[config.mk]
export PLATFORM = sky130hd
export DESIGN_NAME = mem_loader
export DESIGN_NICKNAME = d
export VERILOG_FILES = /design/src/rtl/mem_loader_pkg.sv /design/src/rtl/mem_loader_byte_word_packer.sv /design/src/rtl/mem_loader.sv
export SDC_FILE = /design/constraint.sdc
export NUM_CORES = 1
export LEC_CHECK = 0
export ABC_CLOCK_PERIOD_IN_PS = 10380
export CAP_MARGIN = 20
export CORE_MARGIN = 5
export CORE_UTILIZATION = 35
export CTS_CLUSTER_SIZE = 28
export DETAILED_ROUTE_END_ITERATION = 8
export SKIP_CTS_REPAIR_TIMING = 1
export SLEW_MARGIN = 15
export SYNTH_ARGS = -nofsm -noshare
export SYNTH_HDL_FRONTEND = slang
export SYNTH_SLANG_ARGS = --single-unit
[constraint.sdc]
create_clock -name i_clk -period 10.38 [get_ports i_clk]
set_clock_uncertainty 0.05 [all_clocks]
set_input_delay 2.595 -clock i_clk [delete_from_list [all_inputs] [get_ports i_clk]]
set_output_delay 2.595 -clock i_clk [all_outputs]
set_load 0.005 [all_outputs]
[src/rtl/mem_loader_pkg.sv]
// mem_loader_pkg: shared definitions for the boot loader slice.
//   state_t        loader FSM states
//   INST_BASE      word address of the instruction region
//   LDR_DATA_BASE  default word address of the data region
//   WORD_W/BYTE_W  memory word and stream byte widths
package mem_loader_pkg;

    localparam int unsigned WORD_W        = 32;
    localparam int unsigned BYTE_W        = 8;
    localparam logic [31:0] INST_BASE     = 32'h0000_0000;
    localparam logic [31:0] LDR_DATA_BASE = 32'h0000_0100;

    typedef enum logic [2:0] {
        ST_IDLE,
        ST_HDR_I,
        ST_HDR_D,
        ST_LOAD_I,
        ST_LOAD_D,
        ST_DONE,
        ST_ERR
    } state_t;

endpackage

[src/rtl/mem_loader_byte_word_packer.sv]
// byte_word_packer: assembles little-endian bytes into 32-bit words.
//   i_clk, i_rst  clock / synchronous active-high reset
//   clr           synchronous clear of byte counter and partial word
//   byte_en       a byte is accepted this cycle
//   byte_in       the accepted byte
//   word_valid    this accepted byte completes a word (combinational)
//   word          completed word, valid while word_valid is high
module byte_word_packer
    import mem_loader_pkg::*;
(
    input  logic              i_clk,
    input  logic              i_rst,
    input  logic              clr,
    input  logic              byte_en,
    input  logic [BYTE_W-1:0] byte_in,
    output logic              word_valid,
    output logic [WORD_W-1:0] word
);

    logic [1:0]               byte_cnt;
    // Holds the three most recent bytes; the incoming byte is always the MSB,
    // so after four bytes byte 0 has shifted down to bits [7:0].
    logic [WORD_W-BYTE_W-1:0] shreg;

    assign word_valid = byte_en && (byte_cnt == 2'd3);
    assign word       = {byte_in, shreg};

    always_ff @(posedge i_clk) begin
        if (i_rst || clr) begin
            byte_cnt <= '0;
            shreg    <= '0;
        end else if (byte_en) begin
            byte_cnt <= byte_cnt + 2'd1;
            shreg    <= word[WORD_W-1:BYTE_W];
        end
    end

endmodule

[src/rtl/mem_loader.sv]
// mem_loader: boot loader in front of the unified instruction/data memory.
// Parses a two-word header (instruction count, data count) from a byte stream,
// then writes the payload words to the instruction and data regions. While
// loading it owns the memory port (o_busy); otherwise CPU requests pass through.
//   i_clk, i_rst                     clock / synchronous active-high reset
//   i_start                          begin a load (IDLE/DONE/ERR only)
//   i_byte_valid, i_byte, o_byte_ready  byte stream handshake
//   i_cpu_addr, i_cpu_we, i_cpu_wdata  CPU memory request
//   o_mem_addr, o_mem_we, o_mem_wdata  memory port
//   o_busy, o_done, o_err            status
module mem_loader
    import mem_loader_pkg::*;
#(
    parameter int unsigned DEPTH_INST = 256,
    parameter int unsigned DEPTH_DATA = 256,
    parameter logic [31:0] DATA_BASE  = LDR_DATA_BASE
) (
    input  logic        i_clk,
    input  logic        i_rst,
    input  logic        i_start,
    input  logic        i_byte_valid,
    input  logic [7:0]  i_byte,
    output logic        o_byte_ready,
    input  logic [31:0] i_cpu_addr,
    input  logic        i_cpu_we,
    input  logic [31:0] i_cpu_wdata,
    output logic [31:0] o_mem_addr,
    output logic        o_mem_we,
    output logic [31:0] o_mem_wdata,
    output logic        o_busy,
    output logic        o_done,
    output logic        o_err
);

    state_t      state, state_n;
    logic [31:0] n_i, n_i_n;
    logic [31:0] n_d, n_d_n;
    logic [31:0] idx, idx_n;
    logic        wr_pend, wr_pend_n;
    logic [31:0] wr_addr, wr_addr_n;
    logic [31:0] wr_data, wr_data_n;
    logic        pk_clr;
    logic        accept;
    logic        word_valid;
    logic [31:0] word;

    assign o_byte_ready = (state == ST_HDR_I) || (state == ST_HDR_D) ||
                          (state == ST_LOAD_I) || (state == ST_LOAD_D);
    assign accept       = i_byte_valid && o_byte_ready;

    byte_word_packer u_packer (
        .i_clk      (i_clk),
        .i_rst      (i_rst),
        .clr        (pk_clr),
        .byte_en    (accept),
        .byte_in    (i_byte),
        .word_valid (word_valid),
        .word       (word)
    );

    always_ff @(posedge i_clk) begin
        if (i_rst) begin
            state   <= ST_IDLE;
            n_i     <= '0;
            n_d     <= '0;
            idx     <= '0;
            wr_pend <= 1'b0;
            wr_addr <= '0;
            wr_data <= '0;
        end else begin
            state   <= state_n;
            n_i     <= n_i_n;
            n_d     <= n_d_n;
            idx     <= idx_n;
            wr_pend <= wr_pend_n;
            wr_addr <= wr_addr_n;
            wr_data <= wr_data_n;
        end
    end

    always_comb begin
        state_n   = state;
        n_i_n     = n_i;
        n_d_n     = n_d;
        idx_n     = idx;
        wr_pend_n = 1'b0;
        wr_addr_n = wr_addr;
        wr_data_n = wr_data;
        pk_clr    = 1'b0;

        case (state)
            ST_IDLE, ST_DONE, ST_ERR: begin
                // A final write may still be pending in DONE; the loader is
                // busy then, so a start request is ignored.
                if (i_start && !wr_pend) begin
                    state_n = ST_HDR_I;
                    pk_clr  = 1'b1;
                    n_i_n   = '0;
                    n_d_n   = '0;
                    idx_n   = '0;
                end
            end
            ST_HDR_I: begin
                if (word_valid) begin
                    n_i_n   = word;
                    state_n = (word > DEPTH_INST) ? ST_ERR : ST_HDR_D;
                end
            end
            ST_HDR_D: begin
                if (word_valid) begin
                    n_d_n = word;
                    if (word > DEPTH_DATA)   state_n = ST_ERR;
                    else if (n_i != '0)      state_n = ST_LOAD_I;
                    else if (word != '0)     state_n = ST_LOAD_D;
                    else                     state_n = ST_DONE;
                end
            end
            ST_LOAD_I: begin
                if (word_valid) begin
                    wr_pend_n = 1'b1;
                    wr_addr_n = INST_BASE + idx;
                    wr_data_n = word;
                    if (idx == n_i - 32'd1) begin
                        idx_n   = '0;
                        state_n = (n_d != '0) ? ST_LOAD_D : ST_DONE;
                    end else begin
                        idx_n = idx + 32'd1;
                    end
                end
            end
            ST_LOAD_D: begin
                if (word_valid) begin
                    wr_pend_n = 1'b1;
                    wr_addr_n = DATA_BASE + idx;
                    wr_data_n = word;
                    if (idx == n_d - 32'd1) begin
                        idx_n   = '0;
                        state_n = ST_DONE;
                    end else begin
                        idx_n = idx + 32'd1;
                    end
                end
            end
            default: state_n = ST_IDLE;
        endcase
    end

    assign o_busy = o_byte_ready || wr_pend;
    // o_done waits for the final write pulse to retire.
    assign o_done = (state == ST_DONE) && !wr_pend;
    assign o_err  = (state == ST_ERR);

    assign o_mem_addr  = o_busy ? wr_addr : i_cpu_addr;
    assign o_mem_we    = o_busy ? wr_pend : i_cpu_we;
    assign o_mem_wdata = o_busy ? wr_data : i_cpu_wdata;

endmodule

; ---- Word level (Yosys, flattened, before mapping)
; Index checks and enable logic that the tools add are counted.
[word_totals]
out_inout_bits = 69
elab_cells = 90
reg_bits = 190
[op_classes]
magnitude_cmp = 1
mux = 31
eq_ne = 16
bitwise = 1
n_reduce_logical = 27
add_sub_neg = 5
[ops]
columns = op, count
row1 = 2-to-1 mux 32 bit, 10
row2 = one-hot mux 32 bit (2 select lines), 3
row3 = one-hot mux 32 bit (3 select lines), 1
row4 = nonzero test 32 bit, 3
row5 = equality test 32 bit, 2
row6 = subtractor 32 x 1 -> 32 bit (second input constant), 2
row7 = adder 32 x 1 -> 32 bit (second input constant), 1
row8 = adder 9 x 32 -> 32 bit (first input constant), 1
row9 = > comparator 32 x 9 -> 1 bit (second input constant), 1
row10 = 2-to-1 mux 3 bit, 10
row11 = one-hot mux 3 bit (5 select lines), 1
row12 = != test 2 x 1 -> 1 bit (second input constant), 6
row13 = equality test 3 bit (second input constant), 3
row14 = AND reduction 3 bit, 3
row15 = AND reduction 7 bit, 1
row16 = equality test 3 x 2 -> 1 bit (second input constant), 2
row17 = 2-to-1 mux 1 bit, 6
row18 = nonzero test 2 bit, 3
row19 = logical OR 1 bit, 5
row20 = logical AND 1 bit, 4
row21 = AND reduction 4 bit, 1
row22 = OR reduction 2 bit, 2
row23 = equality test 3 x 1 -> 1 bit (second input constant), 1
row24 = zero test 3 bit, 1
row25 = other kinds (8), 8

; ---- Depth between registers and ports, before layout
; Gate-level depths: netlist of run 1.
[logic_depth]
depth_word = 8
mapped_depth = 16
mapped_depth_nobuf = 12

; ---- By module
; From an unflattened synthesis of run 1, not the netlist that was laid out.
[unflattened]
cells_unflattened = 1480
hier_area_um2 = 11407.2
[by_module_without_submodules]
columns = mod, seq_area_each_um2, cells_each, area_each_um2, instances
row1 = mem_loader, 3283.1, 1385, 10367.4, 1
row2 = byte_word_packer, 520.5, 95, 1039.7, 1

; ---- Least setup slack after synthesis of run 1
; No wires, ideal clock.
[synth_path]
kind = input port to output port
from = input i_cpu_addr[0]
to = output o_mem_addr[0]
stages = 1
path_buffers = 0
path_slack_ns = 4.885
arrival_time_ns = 2.850
cell_sequence = mux2_2
[synth_between]
elab_chain_len = 1
[synth_rtl]
columns = item, line_no
row1 = from (decl), mem_loader.sv:24  ; input logic [31:0] i_cpu_addr,
row2 = 2-to-1 mux 32 bit, mem_loader.sv:153  ; assign o_mem_addr = o_busy ? wr_addr : i_cpu_addr;
row3 = to (decl), mem_loader.sv:27  ; output logic [31:0] o_mem_addr,
; Every way passes these cells.

; ---- Worst setup path after layout of run 1
[layout_path]
from = register state[0]
to = output o_mem_wdata[23]
[layout_between]
elab_chain_len = 6
[layout_rtl]
columns = item, line_no
row1 = from (decl), mem_loader.sv:35  ; state_t state, state_n;
row2 = from (signal assigned), mem_loader.sv:71  ; state <= state_n;
row3 = equality test 3 x 1 -> 1 bit / equality test 3 x 2 -> 1 bit (equally long branches), mem_loader.sv:47  ; assign o_byte_ready = (state == ST_HDR_I) || (state == ST_HDR_D) ||
row4 = logical OR 1 bit (2 in a row), mem_loader.sv:47
row5 = logical OR 1 bit *, mem_loader.sv:48  ; (state == ST_LOAD_I) || (state == ST_LOAD_D);
row6 = logical OR 1 bit *, mem_loader.sv:148  ; assign o_busy = o_byte_ready || wr_pend;
row7 = 2-to-1 mux 32 bit *, mem_loader.sv:155  ; assign o_mem_wdata = o_busy ? wr_data : i_cpu_wdata;
row8 = to (decl), mem_loader.sv:29  ; output logic [31:0] o_mem_wdata,
; Mark *: on every way between the ends. The rest lies on a longest branch, timed or not.

==> metrics.md, run 1 <==
| Metric | Value |
|---|---|
| TritonCTS clock tree | `built` |
| Endpoints failing setup | `0` |
| Count leader, synth | `nand2_1` |
| Total CTS buffers | `17` |
| CP Class | `flop to primary output` |
| Sequential Power Share | `0.357` |
| Switching pwr | `0.000770 W` |
| Async set-reset flop share out of synthesis | `0` |
| Share of cells above drive strength 1 | `0.0965` |
| Synth cell types | `83` |
| Die area | `35,100 um2` |
| Clock root buffer | `clkbuf_16` |
| EDFF count, synth | `0` |
| Hold path endpoint | `wr_addr[4]` |
| Pwr Density | `169 nW/um2` |
| DP HPWL | `25,300 um` |
| YS warnings | `0` |
| CP endpoint kind | `primary output` |
| H-Tree Depth | `4` |
| Yosys top cell area share | `0.346` |
| Residual DRC | `0` |
| CP required | `7.74 ns` |
| Final ANT Viol Nets | `0` |
| Unrepaired setup endpoints after global routing | `no` |
| Starting Density | `0.351` |
| Clock sink count | `190` |
| Largest cells by area after synthesis | `dfxtp_1, nand2_1, a21oi_1, mux2_2, xnor2_1` |
| Slew Viols, Final | `0` |
| Max_slew headroom | `0.228` |
| Leakage | `4.37 nW` |
| Vias in the first global route | `9,749` |
| Cells after DPL | `1,860` |
| Peak VDD IR | `0.000112 V` |
| Final Util | `0.422` |
| WP data arrival | `3.86 ns` |
| # IOs | `146` |
| Die Wd | `187 um` |
| Vias | `10,600` |
| FF+latch count, synth | `190` |
| Final nets | `1,562` |
| Avg WL per Cell | `18.7 um` |
| Initial antenna violation count | `0` |
| DRT Pass-1 Iters | `5` |
| Ys flop type | `dfxtp_1` |
| GPL Wtd Cong | `0.915` |
| Core area | `31,300 um2` |
| Hold path depth | `2` |
| Tot GR Track Use | `0.194` |
| Clock Power Share | `0.297` |
| Peak Freq | `154 MHz` |
| Reg-to-reg endpoint | `idx[20]` |
| Largest net degree at the start of global routing | `94` |
| Internal | `0.00146 W` |
| Iteration-0 DRC Markers | `746` |
| IO Port Bufs | `145` |
| Seq/Total Area, Yosys | `0.346` |
| R2r startpoint | `n_d[2]` |
| Period utilization | `0.626` |
| Fin. Hold Viols | `0` |
| Clock Path Buffers | `2` |
| Worst slew pin tran | `1.15 ns` |
| Status | `finished, final reports clean` |
| HP Class | `flop to flop` |
| Tot Pwr | `0.00223 W` |
| Avg Cell Area, Syn | `7.73 um2` |
| Final cell count without fillers | `1,895` |
| Clk pin slew, worst setup/hold paths | `0.08 ns` |
| Synth area leader | `dfxtp_1` |
| Rows | `65` |
| Skew-Pair Late Insertion Delay | `0.45 ns` |
| Die height | `187 um` |
| # diodes | `0` |
| Cell area after synthesis | `11,000 um2` |
| Max cap viols | `0` |
| Crit start category | `flop` |
| Gate count of the mapped netlist | `1,424` |
| Setup TNS | `0 ns` |
| Routed WL | `35,500 um` |
| Worst-path maximum fanout | `41` |
| Most frequent cells after synthesis | `nand2_1, dfxtp_1, a21oi_1` |
| FF-to-FF path depth | `12` |
| Flop2flop setup slack | `6.42 ns` |
| Hold WS | `0.409 ns` |
| Logic gate share of total power | `0.346` |
| Vias/cell | `5.62` |
| First-pass GRT wire length | `55,000 um` |
| Syn Nets | `1,506` |
| Post-layout min period | `6.50 ns` |
| Hold_sp | `wr_addr[4]` |
| Area Growth Syn to Fin | `20.2%` |
| Sw frac | `0.345` |
| GRT overflow | `0` |
worst max path at each step:
stage                             start         endpoint  slack (ns)  cells past startpoint
after CTS                      state[0]   o_mem_wdata[4]        3.83                      6
after detailed placement   i_byte_valid      wr_addr[25]        3.93                      7
after floorplan           i_cpu_addr[0]    o_mem_addr[0]        4.89                      1
after global placement     i_byte_valid      wr_addr[27]        3.94                      7
after global routing           state[0]   o_mem_wdata[4]        3.67                      6
final                          state[0]  o_mem_wdata[23]        3.88                      6
cell families (layout without fill, tap and decap cells):
kind of cell | count (synthesis) | in the layout | synth area share
buffers and inverters | 135 | 204 | 0.0503
DFF | 190 | 190 | 0.346
adders and majority gates | 6 | 6 | 0.00660
xor gates and xnor gates | 105 | 105 | 0.0836
and+or+nand+nor | 611 | 611 | 0.272
muxes | 73 | 73 | 0.0738
AOI/OAI and AO/OA | 304 | 304 | 0.168
flip-flops by register name, summed over array words and instances (netlist names):
| signal | count |
|---|---|
| n_d | 32 |
| wr_pend | 1 |
| wr_addr | 32 |
| wr_data | 32 |
| u_packer.shreg | 24 |
| n_i | 32 |
| u_packer.byte_cnt | 2 |
| idx | 32 |
| state | 3 |
cells in the final DEF, fill, tap and decap left out, types with 15 or more instances in the layout:
cell type	Yosys	final
nand4_1	22	22
mux2_2	64	64
a21oi_1	162	159
clkbuf_16	0	17
inv_1	15	15
nand3_1	98	98
nand2_1	255	255
nor2_1	74	72
o21ai_0	22	22
a31oi_1	28	28
dfxtp_1	190	190
xnor2_1	71	71
clkdlybuf4s50_1	0	144
nor3_1	29	29
a211oi_1	23	23
nor4_1	29	29
xor2_1	34	34
layout make-up:
| cell class | instances | area (um2) |
|---|---|---|
| fill | 3164 | 18100 |
| multi-input combinational | 1099 | 6690 |
| sequential | 190 | 3800 |
| timing repair buffer | 157 | 1570 |
| tap | 402 | 503 |
| clock buffer | 18 | 429 |
| clock inverter | 14 | 173 |
| inverter | 15 | 56.3 |
critical path, stage by stage, from the launching register on:
cell	delay (ns)
dfxtp_1	0.76
o21ai_0	0.23
and2_1	0.37
nor2_4	0.57
buf_4	0.54
mux2_2	0.40
clkdlybuf4s50_1	0.47
power by group through the flow:
stage	clock (W)	sequential [W]	combinational, W
2_1_floorplan	0	0.000780	0.000461
3_3_place_gp	0	0.000813	0.000759
3_5_place_dp	0	0.000814	0.000763
4_1_cts	0.000672	0.000797	0.000769
5_1_grt	0.000702	0.000801	0.000835
6_report	0.000664	0.000799	0.000772
stage by stage:
step | cell area, um2 | worst slack [ns]
global placement | 12600 | 3.94
detailed placement | 12600 | 3.93
floorplan | 11000 | 4.89
CTS | 13200 | 3.83
finish | 13200 | 3.88
global route | 13200 | 3.67
layer usage:
| layer | track usage | wire length, um | vias to the layer above |
|---|---|---|---|
| met5 | 0 | 0 | - |
| met4 | 0.0529 | 687 | 0 |
| met3 | 0.0392 | 2440 | 54 |
| met2 | 0.311 | 16200 | 388 |
| met1 | 0.267 | 16200 | 5019 |
| li1 | - | - | 5181 |
No activity file was read; power rests on OpenSTA's default activity.
==> run 2, diff against run 1 <==
Settings changed: ABC_CLOCK_PERIOD_IN_PS 10380 to 5920.
Clock period 10.38 ns to 5.92 ns, I/O delays scaled along.
==> metrics.md, run 2 (same netlist as run 1, synthesis figures left out) <==
| Metric | Value |
|---|---|
| CP required | `4.39 ns (-3.35 ns)` |
| # diodes | `0 (unchanged)` |
| Area Growth Syn to Fin | `20.4%` |
| Final Util | `0.423 (+0.000679)` |
| Most common cell after layout, fill and taps aside | `nand2_1` |
| Commonest cells after routing, fill and taps aside | `nand2_1, dfxtp_1, a21oi_1` |
| Iteration-0 DRC Markers | `778 (+4.3%)` |
| Leakage | `4.38 nW (+0.21%)` |
| Worst-path maximum fanout | `41 (unchanged)` |
| Die height | `187 um (unchanged)` |
| Pwr Density | `296 nW/um2 (+75%)` |
| Fin. Hold Viols | `0 (unchanged)` |
| Setup TNS | `0 ns (unchanged)` |
| Worst slew pin tran | `1.08 ns (-0.0707 ns)` |
| Die area | `35,100 um2 (unchanged)` |
| Max cap viols | `0 (unchanged)` |
| Met2 Use GR | `0.313 (+0.00266)` |
| Hold WS | `0.407 ns (-0.00247 ns)` |
| DP HPWL | `25,400 um (+0.51%)` |
| Initial antenna violation count | `0 (unchanged)` |
| Status | `finished, final reports clean` |
| CP Class | `flop to primary output` |
| Largest net degree at the start of global routing | `96 (+2.1%)` |
| Fillers | `3,221 (+1.8%)` |
| WP data arrival | `3.90 ns (+0.04 ns)` |
| Vias | `10,600 (-0.57%)` |
| Unrepaired setup endpoints after global routing | `no` |
| Clock Path Buffers | `2 (unchanged)` |
| Period utilization | `0.918` |
| Endpoints failing setup | `0 (unchanged)` |
| Max_slew headroom | `0.277 (+0.0490)` |
| FF-to-FF path depth | `13 (+1)` |
| GRT busiest layer | `met2` |
| Core area | `31,300 um2 (unchanged)` |
| TritonCTS clock tree | `built` |
| M1 GR Usage | `0.266 (-0.000576)` |
| Residual DRC | `0 (unchanged)` |
| GR Util met3 | `0.0442 (+0.00504)` |
| GRT overflow | `0 (unchanged)` |
| First-pass GRT wire length | `56,200 um (+2.2%)` |
| IO Port Bufs | `145 (unchanged)` |
| DRT Pass-1 Iters | `5 (unchanged)` |
| Clk pin slew, worst setup/hold paths | `0.07 ns (about the same)` |
| Die Wd | `187 um (unchanged)` |
| Crit start category | `flop` |
| Skew-Pair Late Insertion Delay | `0.45 ns (about the same)` |
| Starting Density | `0.351 (unchanged)` |
| Avg WL per Cell | `19.0 um (+1.4%)` |
| Vias/cell | `5.58 (-0.57%)` |
| Clock root buffer | `clkbuf_16` |
| CP endpoint kind | `primary output` |
| GPL Wtd Cong | `0.885 (-3.3%)` |
| Slew Viols, Final | `0 (unchanged)` |
| Peak VDD IR | `0.000204 V (+83%)` |
| H-Tree Depth | `4 (unchanged)` |
| Hold path depth | `2 (unchanged)` |
| HP Class | `flop to flop` |
| Routed WL | `36,000 um (+1.4%)` |
| Total CTS buffers | `17 (unchanged)` |
| Share of cells above drive strength 1 | `0.0971 (+0.000670)` |
| Peak Freq | `184 MHz` |
| Final nets | `1,563 (+0.064%)` |
| Tot GR Track Use | `0.199 (+0.00495)` |
| Rows | `65 (unchanged)` |
| # IOs | `146 (unchanged)` |
| Clock sink count | `190 (unchanged)` |
| Final ANT Viol Nets | `0 (unchanged)` |
| Vias in the first global route | `10,100 (+3.3%)` |
| Post-layout min period | `5.43 ns` |
run 2: worst paths after layout:
check / from / endpoint / slack [ns]
worst min-delay path: wr_addr[3] / wr_addr[3] / 0.41
worst max register to register: n_i[0] / idx[20] / 1.79
worst min register to register: wr_addr[3] / wr_addr[3] / 0.41
worst max-delay path: state[0] / o_mem_wdata[21] / 0.49
run 2: metal layers:
metal,vias to the layer above,part of all wire
li1,5173,-
met1,4949,0.46
met2,389,0.44
met3,70,0.072
met4,0,0.032
met5,-,0
run 2: cell type report:
type                    count  area, um2  share of cell area
repair buffers            158       1580               0.120
clock inverters            14        173              0.0130
clock buffers              17        425              0.0321
flip-flops and latches    190       3800               0.287
well taps                 402        503              0.0380
inverters                  15       56.3             0.00425
multi-input cells        1099       6700               0.506
run 2: power by group:
group / total, W / internal, W / switching, W / leakage, nW
registers: 0.00140 / 0.00131 / 0.0000890 / 1.53
logic: 0.00137 / 0.000696 / 0.000673 / 2.56
clock network: 0.00116 / 0.000567 / 0.000589 / 0.288
total: 0.00392 / 0.00257 / 0.00135 / 4.38
run 2: critical path: stages, from the launching register on:
cell and delay (ns):
dfxtp_1 0.75, o21ai_0 0.49, and2_1 0.44, nor2_4 0.59, buf_12 0.29, mux2_2 0.37, clkdlybuf4s50_1 0.47
run 2: stage by stage:
| stage | instances | cell area [um2] | setup WS, ns | power (W) |
|---|---|---|---|---|
| 6_report | 1895 | 13200 | 0.487 | 0.00392 |
| 5_1_grt | 1895 | 13200 | 0.293 | 0.00411 |
| 4_1_cts | 1894 | 13200 | 0.472 | 0.00394 |
| 3_5_place_dp | 1863 | 12600 | 0.938 | 0.00280 |
| 3_3_place_gp | 1863 | 12600 | 0.971 | 0.00279 |
| 2_1_floorplan | 1424 | 11000 | 2.16 | 0.00218 |
==> run 3, diff against run 2 <==
Settings changed: CORE_MARGIN 5 to default, CORE_UTILIZATION 35 to 32, PLACE_DENSITY from default to 0.64.
==> metrics.md, run 3 (same netlist as run 1, synthesis figures left out) <==
| Metric | Value |
|---|---|
| DP HPWL | `24,900 um (-1.9%)` |
| Starting Density | `0.326 (-0.0249)` |
| Vias/cell | `5.46 (-2.1%)` |
| Total CTS buffers | `17 (unchanged)` |
| DRT Pass-1 Iters | `6 (+1)` |
| Fillers | `3,486 (+8.2%)` |
| # IOs | `146 (unchanged)` |
| Clock Power Share | `0.302 (+0.007)` |
| Clock root buffer | `clkbuf_16` |
| TritonCTS clock tree | `built` |
| Skew-Pair Late Insertion Delay | `0.45 ns (about the same)` |
| Max_slew headroom | `0.280 (+0.00252)` |
| Tot GR Track Use | `0.197 (-0.00179)` |
| H-Tree Depth | `4 (unchanged)` |
| GPL Wtd Cong | `0.909 (+2.7%)` |
| Iteration-0 DRC Markers | `914 (+17%)` |
| Switching pwr | `0.00134 W (-0.86%)` |
| Slew Viols, Final | `0 (unchanged)` |
| Sw frac | `0.341 (-0.00314)` |
| Peak Freq | `196 MHz (+6.5%)` |
| Logic gate share of total power | `0.340 (-0.009)` |
| First-pass GRT wire length | `55,000 um (-2.1%)` |
| Flop2flop setup slack | `2.06 ns (+0.27 ns)` |
| Unrepaired setup endpoints after global routing | `no` |
| Setup TNS | `0 ns (unchanged)` |
| Internal | `0.00259 W (+0.53%)` |
| Sequential Power Share | `0.358 (about the same)` |
| Pwr Density | `295 nW/um2 (-0.44%)` |
| Period utilization | `0.862 (-0.0561)` |
| Die height | `187 um (about the same)` |
| Status | `finished, final reports clean` |
| Clk pin slew, worst setup/hold paths | `0.09 ns (+0.02 ns)` |
| CP endpoint kind | `primary output` |
| Rows | `67 (+3.1%)` |
| Vias | `10,600 (+0.34%)` |
| GRT overflow | `0 (unchanged)` |
| Fin. Hold Viols | `0 (unchanged)` |
| Max cap viols | `0 (unchanged)` |
| Clock sink count | `190 (unchanged)` |
| Avg WL per Cell | `18.1 um (-4.7%)` |
| Core area | `33,700 um2 (+7.6%)` |
| Die Wd | `187 um (about the same)` |
| Routed WL | `35,200 um (-2.3%)` |
| Endpoints failing setup | `0 (unchanged)` |
| CP required | `4.39 ns (about the same)` |
| Worst-path maximum fanout | `41 (unchanged)` |
| Leakage | `4.39 nW (+0.20%)` |
| Tot Pwr | `0.00393 W (about the same)` |
| WP data arrival | `3.57 ns (-0.33 ns)` |
| Clock Path Buffers | `2 (unchanged)` |
| Final nets | `1,564 (+0.064%)` |
| Initial antenna violation count | `0 (unchanged)` |
| Peak VDD IR | `0.000215 V (+5.4%)` |
| # diodes | `0 (unchanged)` |
| Final ANT Viol Nets | `0 (unchanged)` |
| Vias in the first global route | `9,733 (-3.3%)` |
| Hold WS | `0.408 ns (+0.00168 ns)` |
| IO Port Bufs | `145 (unchanged)` |
| HP Class | `flop to flop` |
| Largest net degree at the start of global routing | `103 (+7.3%)` |
| Most common cell after layout, fill and taps aside | `nand2_1` |
| Crit start category | `flop` |
| Share of cells above drive strength 1 | `0.0983 (+0.00121)` |
| Commonest cells after routing, fill and taps aside | `nand2_1, dfxtp_1, a21oi_1` |
| Residual DRC | `0 (unchanged)` |
| Post-layout min period | `5.10 ns (-0.332 ns)` |
| CP Class | `flop to primary output` |
| Area Growth Syn to Fin | `21.0%` |
| Worst slew pin tran | `1.08 ns (-0.00377 ns)` |
| Die area | `35,100 um2 (+0.13%)` |
run 3: final timing paths:
check                  start               to  cells after the start
hold reg to reg   wr_addr[2]       wr_addr[2]                      2
setup / recovery    state[1]  o_mem_wdata[19]                      6
setup reg to reg      n_i[0]           idx[8]                     13
hold / removal    wr_addr[2]       wr_addr[2]                      2
run 3: power by group through the flow:
stage | clock network, W | logic, W | registers [W]
3_5_place_dp | 0 | 0.00134 | 0.00143
2_1_floorplan | 0 | 0.000809 | 0.00137
3_3_place_gp | 0 | 0.00132 | 0.00143
6_report | 0.00119 | 0.00133 | 0.00141
4_1_cts | 0.00121 | 0.00134 | 0.00140
5_1_grt | 0.00126 | 0.00144 | 0.00141
run 3: through the flow:
| stage | utilization | area [um2] | worst slack [ns] | cells |
|---|---|---|---|---|
| 5_1_grt | 0.395 | 13300 | 0.665 | 1943 |
| 4_1_cts | 0.395 | 13300 | 0.839 | 1943 |
| 3_3_place_gp | 0.377 | 12700 | 1.37 | 1911 |
| 2_1_floorplan | - | 11000 | 2.16 | 1424 |
| 3_5_place_dp | 0.377 | 12700 | 1.31 | 1911 |
| 6_report | 0.395 | 13300 | 0.818 | 1943 |
run 3: worst max-delay path: stages (launching register included):
cell and delay, ns:
dfxtp_1 0.75, o21ai_0 0.25, and2_1 0.31, nor2_4 0.62, buf_12 0.29, mux2_2 0.37, clkdlybuf4s50_1 0.45
run 3: area by class of cell:
cell class | count | area, um2 | share of cell area
Timing Repair Buffer | 159 | 1590 | 0.120
Multi-Input combinational cell | 1099 | 6680 | 0.502
Inverter | 15 | 56.3 | 0.00423
Clock buffer | 17 | 425 | 0.0320
Tap cell | 448 | 561 | 0.0421
Sequential cell | 190 | 3800 | 0.286
Clock inverter | 15 | 188 | 0.0141
run 3: per-layer routing:
layer  vias to the layer above  wire, um  track usage
li1                       5170         -            -
met4                         0       789       0.0585
met2                       418     15600        0.310
met1                      4973     16500        0.276
met3                        56      2290       0.0306
met5                         -         0            0
